===== src/rtl/change_dispenser.sv =====
// rtl/change_dispenser.sv - coin payout engine for change and refunds with per-denomination stock
module change_dispenser #(
    parameter int PRICE    = 6,
    parameter int AW       = 4,
    parameter int SW       = 4,
    parameter int N25_INIT = 4,
    parameter int N10_INIT = 8,
    parameter int N05_INIT = 8
) (
    input  logic          clk,
    input  logic          rst,
    input  logic          req,
    input  logic [1:0]    code,
    input  logic [AW-1:0] amount,
    output logic [1:0]    coin,
    output logic          coin_valid,
    input  logic          coin_ack,
    output logic          busy,
    output logic          done,
    output logic          short
);

    typedef enum logic [1:0] {IDLE, SELECT, ISSUE, DONE} state_t;

    // Amounts are in 5-cent units; coin codes match the controller's coin input.
    localparam logic [AW-1:0] PRICE_A = AW'(PRICE);
    localparam logic [AW-1:0] V25     = AW'(5);
    localparam logic [AW-1:0] V10     = AW'(2);
    localparam logic [AW-1:0] V05     = AW'(1);
    localparam logic [1:0]    C25     = 2'b11;
    localparam logic [1:0]    C10     = 2'b10;
    localparam logic [1:0]    C05     = 2'b01;

    state_t        state, state_n;
    logic [AW-1:0] remaining, remaining_n;
    logic [1:0]    coin_r, coin_n;
    logic          short_r, short_n;
    logic [SW-1:0] stock25, stock25_n;
    logic [SW-1:0] stock10, stock10_n;
    logic [SW-1:0] stock05, stock05_n;
    logic [AW-1:0] coin_val;

    // Value of the coin currently presented to the ejector.
    always_comb begin
        coin_val = '0;
        case (coin_r)
            C25:     coin_val = V25;
            C10:     coin_val = V10;
            C05:     coin_val = V05;
            default: coin_val = '0;
        endcase
    end

    // State register; reset abandons any payout and reloads the coin stock.
    always_ff @(posedge clk) begin
        if (rst) begin
            state     <= IDLE;
            remaining <= '0;
            coin_r    <= 2'b00;
            short_r   <= 1'b0;
            stock25   <= SW'(N25_INIT);
            stock10   <= SW'(N10_INIT);
            stock05   <= SW'(N05_INIT);
        end else begin
            state     <= state_n;
            remaining <= remaining_n;
            coin_r    <= coin_n;
            short_r   <= short_n;
            stock25   <= stock25_n;
            stock10   <= stock10_n;
            stock05   <= stock05_n;
        end
    end

    // Next-state logic: latch owed amount, pick largest coin in stock, retire on ack.
    always_comb begin
        state_n     = state;
        remaining_n = remaining;
        coin_n      = coin_r;
        short_n     = short_r;
        stock25_n   = stock25;
        stock10_n   = stock10;
        stock05_n   = stock05;
        case (state)
            IDLE: begin
                if (req) begin
                    short_n = 1'b0;
                    state_n = SELECT;
                    case (code)
                        2'b11:   remaining_n = (amount < PRICE_A) ? '0 : amount - PRICE_A;
                        2'b01:   remaining_n = amount;
                        default: remaining_n = '0;
                    endcase
                end
            end
            SELECT: begin
                if (remaining == '0) begin
                    short_n = 1'b0;
                    state_n = DONE;
                end else if (remaining >= V25 && stock25 != '0) begin
                    coin_n  = C25;
                    state_n = ISSUE;
                end else if (remaining >= V10 && stock10 != '0) begin
                    coin_n  = C10;
                    state_n = ISSUE;
                end else if (remaining >= V05 && stock05 != '0) begin
                    coin_n  = C05;
                    state_n = ISSUE;
                end else begin
                    short_n = 1'b1;
                    state_n = DONE;
                end
            end
            ISSUE: begin
                if (coin_ack) begin
                    remaining_n = (coin_val > remaining) ? '0 : remaining - coin_val;
                    case (coin_r)
                        C25:     if (stock25 != '0) stock25_n = stock25 - 1'b1;
                        C10:     if (stock10 != '0) stock10_n = stock10 - 1'b1;
                        C05:     if (stock05 != '0) stock05_n = stock05 - 1'b1;
                        default: ;
                    endcase
                    coin_n  = 2'b00;
                    state_n = SELECT;
                end
            end
            DONE: begin
                state_n = IDLE;
            end
            default: state_n = IDLE;
        endcase
    end

    // Outputs decoded from the registered state so they are glitch-free toward the ejector.
    always_comb begin
        coin_valid = (state == ISSUE);
        coin       = (state == ISSUE) ? coin_r : 2'b00;
        busy       = (state != IDLE);
        done       = (state == DONE);
        short      = (state == DONE) && short_r;
    end

endmodule

===== config.mk =====
export PLATFORM = sky130hd
export DESIGN_NAME = change_dispenser
export DESIGN_NICKNAME = d
export VERILOG_FILES = /design/src/rtl/change_dispenser.sv
export SDC_FILE = /design/constraint.sdc
export NUM_CORES = 1
export LEC_CHECK = 0
export CELL_PAD_IN_SITES_DETAIL_PLACEMENT = 1
export CELL_PAD_IN_SITES_GLOBAL_PLACEMENT = 1
export CORE_ASPECT_RATIO = 1.4
export CORE_MARGIN = 3
export CORE_UTILIZATION = 41
export CTS_CLUSTER_DIAMETER = 120
export DETAILED_ROUTE_END_ITERATION = 7
export PLACE_DENSITY = 0.86
export SKIP_LAST_GASP = 1
export SLEW_MARGIN = 15
export SYNTH_ARGS = -nofsm -noshare
export SYNTH_HDL_FRONTEND = slang
export SYNTH_SLANG_ARGS = --single-unit
export TNS_END_PERCENT = 20

===== constraint.sdc =====
create_clock -name clk -period 2.5 [get_ports clk]
set_input_delay 0.25 -clock clk [delete_from_list [all_inputs] [get_ports clk]]
set_output_delay 0.25 -clock clk [all_outputs]
set_load 0.02 [all_outputs]

==> results_dict.tcl <==
set metrics [dict create \
    power_density_mw_per_mm2 520.6 \
    htreeDepth 1 \
    ir_drop_mv 0.3349 \
    criticalPathCategory "reg -> out" \
    yosysTopAreaCell "dfxtp_1" \
    setup_viol 0 \
    ys_types 51 \
    critPathCaptureType "output pin" \
    syn_to_final_growth_pct 17.98 \
    nNetsFinal 186 \
    ios 16 \
    critPathMaxStageDelay_ns 0.61 \
    grt_usage_pct 19.54 \
    critPathRequiredTime_ns 2.25 \
    clk_path_buf_depth 2 \
    synth_area_leaders "dfxtp_1 32%, ha_1 6.7%, nor2_1 4.6%, nand2b_1 3.4%, a21oi_1 3.1%" \
    n_antenna_cell 0 \
    die_y_um 72.66 \
    cts_resized 0 \
    leakagePower_uw 0.0005889 \
    cp.arrival_ns 2.12 \
    critPathLaunchType "register" \
    ant_nets 0 \
    dr.pass1.iters 4 \
    synth_flop_cell "dfxtp_1" \
    synth.yosys.seq_area_share_pct 32.31 \
    synth_area_mm2 0.001301 \
    hold_viol 0 \
    die_w_um 53.61 \
    antenna_found_initial 0 \
    cp_top_family "simple AND/OR/NAND/NOR gates" \
    gr-total-overflow 0 \
    worst-path-max-fanout 9 \
    clk_pin_slew_ns 0.09 \
    avgViaCountPerCell 5.593 \
    wirelength_um 3379 \
    cts_tree "yes" \
    cts_made_buffers 3 \
    ctsHoldBuffers 0 \
    drv_cap 0 \
    grt_pass1_wl_um 5706 \
    period_needed_ns 2.366 \
    syn-instance-count 151 \
    async_flop_share_pct 0 \
    grt_max_degree 17 \
    start_util_pct 43.90 \
    core_area_mm2 0.002964 \
    postCtsSetupBuffers 0 \
    root_buffer "clkbuf_8" \
    vias 1141 \
    die_area_mm2 0.003895 \
    hpwl_um 2679 \
    avgSynthCellArea_um2 8.618 \
    synth_top_area_share_pct 32.31 \
    wl_per_cell_um 16.56 \
    hold_class "reg -> reg" \
    rows 23 \
    fmax_mhz 422.6 \
    cts_num_sinks 21 \
    drtIter0Drc 14 \
    cp_num_buf_inv 1 \
    status "finished clean" \
    gp_congestion 0.8489 \
    relSlewSlack_pct 63.06 \
    cp_cell_sequence "nor2b_1 > and2_1 > clkdlybuf4s50_1" \
    synth_fp_nets 169 \
    drive_gt1_share_pct 8.982 \
    tns_ns 0 \
    slowest_stage "clkdlybuf4s50_1" \
    worst_pin_slew_ns 0.5523 \
    grt_pass1_vias 1264 \
    drc_errors 0 \
    period_share_pct 94.65 \
    io_buffers 15 \
    finalMaxSlewViolations 0 \
    synth_edf_count 0 \
    fin_worst_skew_ns 0.009789 \
    clk_latency_ns 0.27 \
    p_total_uw 799.2 \
    rsz0062_at_grt "false" \
    ys_seq_elements 21 \
    yosysWarnings 0 \
]
==> per-layer routing <==
| layer | global-route usage (%) | share of wire (%) | vias up |
|---|---|---|---|
| met4 | 4.830 | 0.80 | 0 |
| met5 | 0 | 0 | - |
| met1 | 21.25 | 40 | 564 |
| met2 | 37.79 | 57 | 16 |
| li1 | - | - | 557 |
| met3 | 2.658 | 2.2 | 4 |
==> cell usage after synthesis, types with 4 or more instances <==
cell type	count
dfxtp_1	21
nor2_1	16
inv_1	10
a21oi_1	8
ha_1	7
nand2_1	7
nand2b_1	7
nor3_1	6
a211oi_1	4
nor2b_1	4
xor2_1	4
==> metrics by stage <==
step                std cells  utilization, %  cell area, um^2  hold WS, ns  setup WS [ns]
floorplan                 151               -             1301       0.4318         0.8017
global placement          200           50.23             1489       0.5004         0.4608
detailed placement        200           50.23             1489       0.5187         0.4211
CTS                       204           51.79             1535       0.5291         0.1205
global route              204           51.79             1535       0.5668        0.02694
finish                    204           51.79             1535       0.5221         0.1339
==> final cells by class <==
| cell class | instances | area (um^2) |
|---|---|---|
| inverters | 11 | 41.29 |
| fillers | 367 | 1429 |
| flip-flops and latches | 21 | 420.4 |
| well taps | 37 | 46.29 |
| clock buffers | 3 | 41.29 |
| clock inverters | 1 | 5.005 |
| multi-input cells | 114 | 815.8 |
| repair buffers | 17 | 165.2 |
==> sequential cells by signal, indices dropped and copies added, names as in the netlist <==
register and count:
remaining 4, stock05 4, stock10 4, stock25 4, coin_r 2, state 2
short_r 1
==> final timing paths <==
kind	startpoint	to	slack (ns)	cells past startpoint
setup / recovery	state[1]$_SDFFE_PP0P_	coin[1]	0.13	3
hold reg to reg	stock25[1]$_SDFFE_PP0P_	stock25[1]$_SDFFE_PP0P_	0.52	2
setup reg to reg	coin_r[0]$_SDFFE_PP0P_	remaining[3]$_SDFFE_PP0P_	0.42	8
hold / removal	stock25[1]$_SDFFE_PP0P_	stock25[1]$_SDFFE_PP0P_	0.52	2
==> worst min-delay path, stage by stage, from the launching register on <==
cell,delay (ns)
dfxtp_1,0.33
nor2_1,0.10
a211oi_1,0.05
==> cell usage in the layout (no fill, tap or decap), drive strengths merged, types with 3 or more instances in the layout <==
master / Yosys / routed
a211oi: 4 / 4
a21oi: 8 / 8
and2: 3 / 3
and3: 3 / 3
clkbuf: 2 / 3
clkdlybuf4s50: 0 / 15
dfxtp: 21 / 21
ha: 7 / 7
inv: 11 / 11
nand2: 7 / 7
nand2b: 7 / 7
nor2: 17 / 17
nor2b: 4 / 4
nor3: 7 / 7
nor3b: 3 / 3
o21a: 3 / 3
o21ai: 4 / 4
xnor2: 3 / 3
xor2: 4 / 4
==> where the power goes <==
group / switching (uW) / internal, uW / leakage [uW]
registers: 23.3 / 350 / 0.000171
logic: 106 / 92.3 / 0.000393
clock network: 117 / 111 / 0.0000255
==> cells by family after synthesis <==
| kind of cell | synth area share (%) |
|---|---|
| AND/OR/NAND/NOR | 29.52 |
| AO/OA/AOI/OAI | 17.69 |
| flip-flops | 32.31 |
| buffers and inverters | 5.000 |
| adder cells (fa/ha/maj) | 8.269 |
| XOR/XNOR | 4.712 |
| multiplexers | 2.500 |
Note: power is estimated with default switching activity, not from simulation.
